==> config.mk <==
export PLATFORM = sky130hd
export DESIGN_NAME = data_buffer_arbiter
export DESIGN_NICKNAME = d
export VERILOG_FILES = /design/src/rtl/data_buffer_arbiter.sv
export SDC_FILE = /design/constraint.sdc
export NUM_CORES = 1
export LEC_CHECK = 0
export CORE_MARGIN = 10
export CORE_UTILIZATION = 50
export DETAILED_ROUTE_END_ITERATION = 16
export PLACE_DENSITY = 0.9
export SKIP_LAST_GASP = 1
export SLEW_MARGIN = 25
export SYNTH_ARGS = -nofsm -noshare
export SYNTH_HDL_FRONTEND = slang
export SYNTH_SLANG_ARGS = --single-unit
==> constraint.sdc <==
create_clock -name clk -period 3.4 [get_ports clk]
set_input_delay 0.51 -clock clk [delete_from_list [all_inputs] [get_ports clk]]
set_output_delay 0.51 -clock clk [all_outputs]
set_load 0.05 [all_outputs]
==> src/rtl/data_buffer_arbiter.sv <==
// Arbitrates a single buffer port between an AHB and a USB requester, issuing
// guarded store/get beat strobes and ending each grant by completion or abort.
module data_buffer_arbiter (
  input  logic       clk,
  input  logic       n_rst,
  input  logic       ahb_req,
  input  logic       ahb_wr,
  input  logic [6:0] ahb_len,
  input  logic       usb_req,
  input  logic       usb_wr,
  input  logic [6:0] usb_len,
  input  logic [6:0] buffer_occupancy,
  input  logic       buf_ready,
  input  logic       clear,
  output logic       ahb_gnt,
  output logic       usb_gnt,
  output logic       buf_store,
  output logic       buf_get,
  output logic       ahb_done,
  output logic       usb_done,
  output logic       xfer_abort
);

  typedef enum logic [1:0] {
    IDLE,
    OWN_AHB,
    OWN_USB
  } state_t;

  localparam logic [6:0] MAX_LEN = 7'd64;

  state_t     state_q, state_d;
  logic [6:0] remaining_q, remaining_d;
  logic [3:0] stall_q, stall_d;
  logic       last_owner_q, last_owner_d;  // 1 = AHB owned last, 0 = USB

  logic       ahb_ok, usb_ok;
  logic       own_req, own_wr, guard_ok, owner_is_ahb;
  logic       gnt_a, gnt_u, store_c, get_c, done_a, done_u, abort_c;

  function automatic logic [6:0] clamp_len(input logic [6:0] len);
    return (len > MAX_LEN) ? MAX_LEN : len;
  endfunction

  always_comb begin
    state_d      = state_q;
    remaining_d  = remaining_q;
    stall_d      = stall_q;
    last_owner_d = last_owner_q;
    gnt_a        = 1'b0;
    gnt_u        = 1'b0;
    store_c      = 1'b0;
    get_c        = 1'b0;
    done_a       = 1'b0;
    done_u       = 1'b0;
    abort_c      = 1'b0;

    ahb_ok       = ahb_req && (ahb_len != 7'd0);
    usb_ok       = usb_req && (usb_len != 7'd0);
    owner_is_ahb = (state_q == OWN_AHB);
    own_req      = owner_is_ahb ? ahb_req : usb_req;
    own_wr       = owner_is_ahb ? ahb_wr : usb_wr;
    guard_ok     = own_wr ? (buffer_occupancy < MAX_LEN) : (buffer_occupancy != 7'd0);

    case (state_q)
      IDLE: begin
        // Zero-length requests are invisible; on a tie the previous owner yields.
        if (!clear) begin
          if (ahb_ok && (!usb_ok || !last_owner_q)) begin
            state_d     = OWN_AHB;
            remaining_d = clamp_len(ahb_len);
            stall_d     = 4'd0;
          end else if (usb_ok) begin
            state_d     = OWN_USB;
            remaining_d = clamp_len(usb_len);
            stall_d     = 4'd0;
          end
        end
      end
      OWN_AHB, OWN_USB: begin
        gnt_a = owner_is_ahb;
        gnt_u = !owner_is_ahb;
        // A dropped request counts as a clear; either outranks beats and timeout.
        if (clear || !own_req) begin
          abort_c      = 1'b1;
          state_d      = IDLE;
          stall_d      = 4'd0;
          last_owner_d = owner_is_ahb;
        end else if (buf_ready && guard_ok) begin
          store_c     = own_wr;
          get_c       = !own_wr;
          remaining_d = remaining_q - 7'd1;
          stall_d     = 4'd0;
          if (remaining_q == 7'd1) begin
            done_a       = owner_is_ahb;
            done_u       = !owner_is_ahb;
            state_d      = IDLE;
            last_owner_d = owner_is_ahb;
          end
        end else if (stall_q == 4'd15) begin
          abort_c      = 1'b1;
          state_d      = IDLE;
          stall_d      = 4'd0;
          last_owner_d = owner_is_ahb;
        end else begin
          stall_d = stall_q + 4'd1;
        end
      end
      default: state_d = IDLE;
    endcase

    ahb_gnt    = n_rst && gnt_a;
    usb_gnt    = n_rst && gnt_u;
    buf_store  = n_rst && store_c;
    buf_get    = n_rst && get_c;
    ahb_done   = n_rst && done_a;
    usb_done   = n_rst && done_u;
    xfer_abort = n_rst && abort_c;
  end

  always_ff @(posedge clk) begin
    if (!n_rst) begin
      state_q      <= IDLE;
      remaining_q  <= 7'd0;
      stall_q      <= 4'd0;
      last_owner_q <= 1'b0;
    end else begin
      state_q      <= state_d;
      remaining_q  <= remaining_d;
      stall_q      <= stall_d;
      last_owner_q <= last_owner_d;
    end
  end

endmodule

==> results of run 1 <==
==> cells by family (layout without fill, tap and decap cells) <==
kind of cell | Yosys count | in the layout | share of synthesized area
compound gates | 48 | 48 | 0.320
simple gates | 68 | 68 | 0.293
mux | 4 | 4 | 0.0337
buf+inv | 17 | 53 | 0.0531
fa+ha+maj | 7 | 7 | 0.0715
flops | 14 | 14 | 0.229
==> power groups by stage <==
| stage | Clock (mW) | Combinational, mW | Sequential, mW |
|---|---|---|---|
| 6_report | 0.129 | 0.233 | 0.189 |
| 5_1_grt | 0.136 | 0.253 | 0.190 |
| 4_1_cts | 0.130 | 0.227 | 0.188 |
| 3_5_place_dp | 0 | 0.224 | 0.192 |
| 3_3_place_gp | 0 | 0.219 | 0.191 |
| 2_1_floorplan | 0 | 0.147 | 0.188 |
==> area by class of cell <==
type | instances | area (um^2) | share of cell area
timing repair buffer | 38 | 385 | 0.232
clock buffer | 4 | 36.3 | 0.0219
tap | 28 | 35.0 | 0.0211
sequential | 14 | 280 | 0.169
inverter | 11 | 41.3 | 0.0249
multi-input combinational | 127 | 880 | 0.531
==> worst reg2reg max path: stages (launching register included) <==
cell     delay (ns)
dfxtp_1        0.32
inv_1          0.11
ha_1           0.36
mux2_2         0.40
nand2_1        0.09
nand4_1        0.14
buf_4          0.20
a21oi_1        0.38
a21oi_1        0.12
a31o_2         0.22
==> worst min-delay path by stage <==
stage / end / slack (ns) / start
3_3_place_gp: stall_q[3]$_SDFFE_PN0P_ / 0.47 / stall_q[3]$_SDFFE_PN0P_
4_1_cts: remaining_q[6]$_SDFFE_PN0P_ / 0.50 / remaining_q[6]$_SDFFE_PN0P_
2_1_floorplan: stall_q[3]$_SDFFE_PN0P_ / 0.45 / stall_q[3]$_SDFFE_PN0P_
6_report: remaining_q[6]$_SDFFE_PN0P_ / 0.50 / remaining_q[6]$_SDFFE_PN0P_
5_1_grt: stall_q[3]$_SDFFE_PN0P_ / 0.51 / stall_q[3]$_SDFFE_PN0P_
3_5_place_dp: remaining_q[6]$_SDFFE_PN0P_ / 0.48 / remaining_q[6]$_SDFFE_PN0P_
==> flip-flops by register name, summed over array words and instances, names as in the netlist <==
name,flops
last_owner_q,1
remaining_q,7
stall_q,4
state_q,2
==> cell usage in the layout (no fill, tap or decap), drive strengths merged, types with 2 or more instances in the layout <==
| cell | count |
|---|---|
| clkbuf | 4 |
| ha | 7 |
| dfxtp | 14 |
| nor3 | 8 |
| o31ai | 2 |
| nor3b | 3 |
| and2 | 3 |
| nand3b | 2 |
| o211ai | 4 |
| nand3 | 7 |
| clkdlybuf4s50 | 30 |
| a21o | 3 |
| and3 | 2 |
| nand4 | 3 |
| nand2 | 16 |
| a211oi | 2 |
| o21ai | 7 |
| o32ai | 4 |
| a311oi | 6 |
| inv | 10 |
| nand2b | 3 |
| nor4 | 5 |
| or4 | 2 |
| nor2 | 10 |
| mux2i | 3 |
| buf | 8 |
| a21oi | 10 |
==> metrics by stage <==
stage | TNS [ns] | utilization | setup WS, ns | cells | hold WS [ns]
after floorplan | -0.292 | - | -0.146 | 158 | 0.446
after global placement | 0 | 0.712 | 0.528 | 218 | 0.471
after detailed placement | 0 | 0.712 | 0.467 | 218 | 0.479
after CTS | 0 | 0.728 | 0.476 | 222 | 0.495
after global routing | 0 | 0.728 | 0.328 | 222 | 0.515
final | 0 | 0.728 | 0.469 | 222 | 0.501
==> per-layer routing <==
| layer | vias to the layer above | wire, um | GRT usage |
|---|---|---|---|
| met5 | - | 0 | 0 |
| met4 | 0 | 91 | 0.0732 |
| met3 | 11 | 362 | 0.0285 |
| met2 | 87 | 2060 | 0.272 |
| met1 | 644 | 1700 | 0.202 |
| li1 | 675 | - | - |
==> impl_metrics.ini, run 1 <==
[synthesis]
yosys-top-cells-area = dfxtp_1, ha_1, nand2_1
synth_edf_count = 0
syn_inst = 158
yosysMostFrequentCell = nand2_1
synth_top_cells_by_count = nand2_1, dfxtp_1, a21oi_1, inv_1, nor2_1
synth.avg_cell_area_um2 = 7.75
ys_ff_latch = 14
yosys_warnings = 0
ys.flop_type = dfxtp_1
synth_seq_area_share = 0.229
yosys.area.top_type_share = 0.229
synth_area_leader_cell = dfxtp_1
syn-cell-area_um2 = 1220
synth-async-reset-ratio = 0
synth_cell_types = 47
syn_nets = 194

[layout]
final_nets = 231
final_area_um2 = 1660
drive_gt1_frac = 0.103
area_growth_pct = 35.3
antenna_cells = 0
fillCellCount = 177

[placed_design]
numPortBuffers = 35
dpl.hpwl_um = 3310
place_area_um2 = 1620
gp_congestion = 0.928

[drt]
routed_wl_um = 4210
first_iter_violations = 167
drc = 0
via_count = 1417
drt_first_pass_iters = 5
vias_per_cell = 6.38
routedWlPerCell_um = 19.0
postRouteAntennaNets = 0

[clocking]
clkTransAtPathRegs_ns = 0.10
clk_latency_ns = 0.30
cts_setup_buffers = 0
clock_sinks = 14
cts_resized = 0
postCtsHoldBufs = 0
cts_buffers = 3
clockBufferDepth = 2
root_buffer = clkbuf_4
cts_tree = done
h-tree-depth = 1

[critical_path]
cp_num_buf_inv = 2
cp.depth = 7
crit_required_ns = 2.89
critPathCapture = usb_done
crit_slowest_cell = nor4_1
cp_max_fo = 6
endpoint_kind = primary output
crit_family = simple AND/OR/NAND/NOR gates
reg2reg_to = remaining_q[2]$_SDFFE_PN0P_
setup.worst_path.start = state_q[1]$_SDFFE_PN0P_
worstPathCellList = inv_1 > ha_1 > mux2_2 > nand2_1 > nand4_1 > nor4_1 > buf_12
reg2reg_slack_ns = 0.97
crit_type = register to primary output
slowest_delay_ns = 0.50
reg2reg_depth = 9
rr_startpoint = state_q[1]$_SDFFE_PN0P_
crit_path_start_kind = register
cp.arrival_ns = 2.42

[timing]
report.final.slew_viol_count = 0
tightestPinTransition_ns = 0.836
fmax_ghz = 0.341
rsz0062_at_grt = false
period_needed_ns = 2.93
min_period_over_period = 0.862
hold_viol_final = 0
setup_viol = 0
finClkSkew_ns = 0.0111
slew_headroom = 0.441

[die]
row_count = 17
die_h_um = 69.5
dieArea_um2 = 4830
dieWidth_um = 69.5
core_um2 = 2280
num_io_pins = 36
initial_utilization = 0.538

[power]
clkPwrFrac = 0.235
comb_power_share = 0.422
power_leakage_nw = 0.620
seqPwrFrac = 0.343
switchingPower_mw = 0.210
power_density_nw_per_um2 = 332
total_power_mw = 0.551
vdd_drop_max_uv = 235
switching_share = 0.382
power.internal_mw = 0.340

[grt]
antenna_found_initial = 0
grt_pass1_vias = 1454
grt_max_degree = 21
grt_overflow = 0
grt_pass1_wl_um = 6840
grtUsageTotal = 0.165

[min_path]
worstHoldPathType = register to register
holdPathStages = 2

[job]
maxCapViolCount = 0

[status]
status = complete, no violations
(Power assumes the default switching activity.)
==> run 2: changes to the inputs <==
Settings changed: ABC_AREA set to 1, CORE_UTILIZATION 50 to 49, PLACE_DENSITY 0.9 to 0.86.
Clock period 3.4 ns to 3.2 ns, I/O delays scaled along.
==> impl_metrics.ini, run 2 <==
[grt]
grt_max_degree = 17
grtUsageTotal = 0.140
grt_pass1_vias = 1535
antenna_found_initial = 0
grt_overflow = 0
grt_pass1_wl_um = 6290

[synthesis]
synth_cell_types = 30
synth_top_cells_by_count = nand2_1, nor2_1, inv_1
yosys_warnings = 0
synth-async-reset-ratio = 0
synth.avg_cell_area_um2 = 5.77
yosys.area.top_type_share = 0.203
synth_seq_area_share = 0.203
ys.flop_type = dfxtp_1
syn_nets = 275
ys_ff_latch = 14
yosysMostFrequentCell = nand2_1
synth_edf_count = 0
yosys-top-cells-area = dfxtp_1, nand2_1, nor2_1
syn_inst = 239
syn-cell-area_um2 = 1380
synth_area_leader_cell = dfxtp_1

[clocking]
h-tree-depth = 1
cts_setup_buffers = 0
clkTransAtPathRegs_ns = 0.07
clk_latency_ns = 0.28
cts_resized = 0
cts_tree = done
postCtsHoldBufs = 0
clock_sinks = 14
clockBufferDepth = 2
cts_buffers = 3
root_buffer = clkbuf_4

[timing]
tns_ns = 0
report.final.slew_viol_count = 0
slew_headroom = 0.667
period_needed_ns = 2.61
setup_viol = 0
rsz0062_at_grt = false
min_period_over_period = 0.816
tightestPinTransition_ns = 0.497
finClkSkew_ns = 0.00963
hold_viol_final = 0
fin_ws_ns = 0.590
fmax_ghz = 0.383

[layout]
final_cell_mix = nand2_1, nor2_1, clkdlybuf4s50_1
largest_reg_flops = 7
seq_area_um2 = 280
final_nets = 312
largest-register = remaining_q
area_growth_pct = 28.5
drive_gt1_frac = 0.0839
antenna_cells = 0
largestRegisters = remaining_q (7), stall_q (4), state_q (2)
final_common_cell = nand2_1
fillCellCount = 250
multi_input_area_um2 = 961

[status]
status = complete, no violations

[die]
core_um2 = 2730
dieArea_um2 = 5340
dieWidth_um = 73.1
initial_utilization = 0.505
num_io_pins = 36
row_count = 19
die_h_um = 73.1

[job]
maxCapViolCount = 0

[placed_design]
dpl.hpwl_um = 2860
numPortBuffers = 35
gp_congestion = 0.800
dp_slack_ns = 0.648

[drt]
drt_first_pass_iters = 4
via_count = 1541
vias_per_cell = 5.05
drc = 0
routedWlPerCell_um = 11.1
routed_wl_um = 3380
first_iter_violations = 105
postRouteAntennaNets = 0

[power]
power_density_nw_per_um2 = 763
vdd_drop_max_uv = 672
power_leakage_nw = 0.885

[critical_path]
cp.arrival_ns = 2.13
cp_max_fo = 7
crit_required_ns = 2.72
crit_path_start_kind = register
crit_type = register to primary output
endpoint_kind = primary output

[min_path]
worstHoldPathType = register to register
[run 2: cell types whose count changed in the layout (fill, tap and decap cells not counted), sizes merged, moves of 4 or more]
cell	delta
o211ai	-4
inv	+20
a21oi	-5
nor2	+39
nand2	+52
a311oi	-6
o21ai	+8
o32ai	-4
nand3	+19
[run 2: critical path: stages (launching register included)]
cell and delay (ns):
dfxtp_1 0.33, inv_1 0.09, ha_1 0.28, inv_2 0.07, nand2_2 0.08, nand3_1 0.06
nor2_1 0.19, nor2_4 0.06, nand2_4 0.09, or3b_1 0.35, inv_1 0.10, buf_12 0.14
[run 2: path summary, 6_finish.rpt]
| kind | from | end | slack [ns] | depth (start not counted) |
|---|---|---|---|---|
| max | state_q[1]$_SDFFE_PN0P_ | xfer_abort | 0.59 | 11 |
| min | stall_q[3]$_SDFFE_PN0P_ | stall_q[3]$_SDFFE_PN0P_ | 0.49 | 2 |
| max reg2reg | state_q[0]$_SDFFE_PN0P_ | state_q[1]$_SDFFE_PN0P_ | 1.23 | 10 |
| min reg2reg | stall_q[3]$_SDFFE_PN0P_ | stall_q[3]$_SDFFE_PN0P_ | 0.49 | 2 |
[run 2: routing by layer]
layer	track usage	part of all wire	up-vias	routed length [um]
li1	-	-	834	-
met1	0.149	0.42	682	1440
met2	0.272	0.54	21	1820
met3	0.0367	0.030	4	100
met4	0.0105	0.0062	0	21
met5	0	0	-	0
[run 2: kinds of logic (layout without fill, tap and decap cells)]
| family | Yosys count | in the layout | share of synthesized area |
|---|---|---|---|
| simple gates | 157 | 157 | 0.522 |
| buf+inv | 34 | 69 | 0.101 |
| compound gates | 25 | 25 | 0.0979 |
| flops | 14 | 14 | 0.203 |
| fa+ha+maj | 7 | 7 | 0.0635 |
| xor+xnor | 2 | 2 | 0.0127 |
[run 2: power by group]
| group | total [mW] | leakage [nW] | internal, mW | switching, mW |
|---|---|---|---|---|
| Clock | 0.0974 | 0.0138 | 0.0436 | 0.0538 |
| Combinational | 0.983 | 0.756 | 0.365 | 0.618 |
| Sequential | 0.272 | 0.115 | 0.234 | 0.0381 |
| Total | 1.35 | 0.885 | 0.642 | 0.710 |
[run 2: stage by stage]
| stage | hold WS [ns] | area, um^2 | total power [mW] | util | instances |
|---|---|---|---|---|---|
| global placement | 0.473 | 1750 | 1.24 | 0.640 | 302 |
| floorplan | 0.445 | 1380 | 1.07 | - | 239 |
| detailed placement | 0.483 | 1750 | 1.26 | 0.640 | 302 |
| finish | 0.492 | 1770 | 1.35 | 0.649 | 305 |
| global route | 0.539 | 1770 | 1.54 | 0.649 | 305 |
| CTS | 0.495 | 1770 | 1.36 | 0.649 | 305 |
[run 2: final cells by class]
type | instances | area share
clock buffer | 3 | 0.0127
inverter | 30 | 0.0635
tap | 31 | 0.0219
timing repair buffer | 36 | 0.202
multi-input combinational | 191 | 0.542
sequential | 14 | 0.158
==> run 3: changes to the inputs <==
Clock period 3.2 ns to 2.65 ns, I/O delays scaled along.
==> impl_metrics.ini, run 3 (synthesis gave the netlist of run 2 again) <==
[grt]
grt_max_degree = 17
grt_pass1_wl_um = 6260
grt_overflow = 0
grt_pass1_vias = 1484
antenna_found_initial = 0
grtUsageTotal = 0.141

[power]
power_leakage_nw = 0.912
total_power_mw = 1.75
power_density_nw_per_um2 = 934
vdd_drop_max_uv = 775

[timing]
rsz0062_at_grt = false
slew_headroom = 0.683
report.final.slew_viol_count = 0
hold_viol_final = 0
period_needed_ns = 2.51
setup_viol = 0
fmax_ghz = 0.398
tightestPinTransition_ns = 0.470
finClkSkew_ns = 0.00596
tns_ns = 0
min_period_over_period = 0.947

[layout]
final_nets = 312
largestRegisters = remaining_q (7), stall_q (4), state_q (2)
fillCellCount = 246
antenna_cells = 0
final_common_cell = nand2_1
largest-register = remaining_q
final_cell_mix = nand2_1, nor2_1, inv_1, clkdlybuf4s50_1, nand3_1
area_growth_pct = 36.1
stdcell_count = 306
drive_gt1_frac = 0.105
largest_reg_flops = 7

[drt]
first_iter_violations = 133
drc = 0
via_count = 1574
postRouteAntennaNets = 0
routed_wl_um = 3620
drt_first_pass_iters = 4
vias_per_cell = 5.14
routedWlPerCell_um = 11.8

[critical_path]
cp.arrival_ns = 2.11
endpoint_kind = primary output
crit_required_ns = 2.25
crit_type = register to primary output
cp_max_fo = 7
crit_path_start_kind = register

[clocking]
h-tree-depth = 1
clkTransAtPathRegs_ns = 0.09
cts_resized = 0
clockBufferDepth = 2
postCtsHoldBufs = 0
clk_latency_ns = 0.31
cts_buffers = 3
cts_setup_buffers = 0
root_buffer = clkbuf_4
clock_sinks = 14
cts_tree = done

[die]
die_h_um = 73.1
row_count = 19
dieArea_um2 = 5340
num_io_pins = 36
initial_utilization = 0.505
dieWidth_um = 73.1
core_um2 = 2730

[placed_design]
dp.cells = 302
gp_congestion = 0.857
numPortBuffers = 35
dpl.hpwl_um = 2890

[job]
maxCapViolCount = 0

[min_path]
worstHoldPathType = register to register

[status]
status = complete, no violations
==> run 3: critical path: stages, from the launching register on <==
cell     delay, ns
dfxtp_1       0.44
inv_1         0.09
ha_2          0.42
nand2_1       0.17
nor4_1        0.48
buf_12        0.20
==> run 3: per-layer routing <==
layer / GRT usage / vias to the layer above / share of wire
li1: - / 832 / -
met1: 0.149 / 705 / 0.41
met2: 0.260 / 27 / 0.53
met3: 0.0395 / 10 / 0.039
met4: 0.0464 / 0 / 0.019
met5: 0 / - / 0
==> run 3: through the flow <==
stage                     area, um^2  setup WS [ns]  utilization  hold WS, ns
after floorplan                 1380         -0.343            -        0.445
after global placement          1820          0.291        0.666        0.469
after detailed placement        1820          0.179        0.666        0.497
after CTS                       1860        0.00412        0.679        0.508
after global routing            1880         0.0125        0.687        0.544
final                           1880          0.139        0.687        0.506
==> run 3: layout make-up <==
class	count	area [um^2]	area share
Multi-Input combinational cell	191	982	0.523
Inverter	30	113	0.0600
Clock buffer	4	36.3	0.0193
Tap cell	31	38.8	0.0207
Timing Repair Buffer	36	428	0.228
Sequential cell	14	280	0.149
==> run 3: where the power goes <==
group	switching, mW	internal (mW)	leakage [nW]	total, mW
clock network	0.0821	0.0841	0.0210	0.166
registers	0.0507	0.282	0.115	0.333
logic	0.773	0.481	0.776	1.25
==> run 3: path summary, 6_finish.rpt <==
check,startpoint,endpoint,slack (ns),cells after the start
setup / recovery,state_q[0]$_SDFFE_PN0P_,ahb_done,0.14,5
hold / removal,state_q[1]$_SDFFE_PN0P_,state_q[1]$_SDFFE_PN0P_,0.51,2
setup reg to reg,state_q[0]$_SDFFE_PN0P_,state_q[1]$_SDFFE_PN0P_,0.67,10
hold reg to reg,state_q[1]$_SDFFE_PN0P_,state_q[1]$_SDFFE_PN0P_,0.51,2
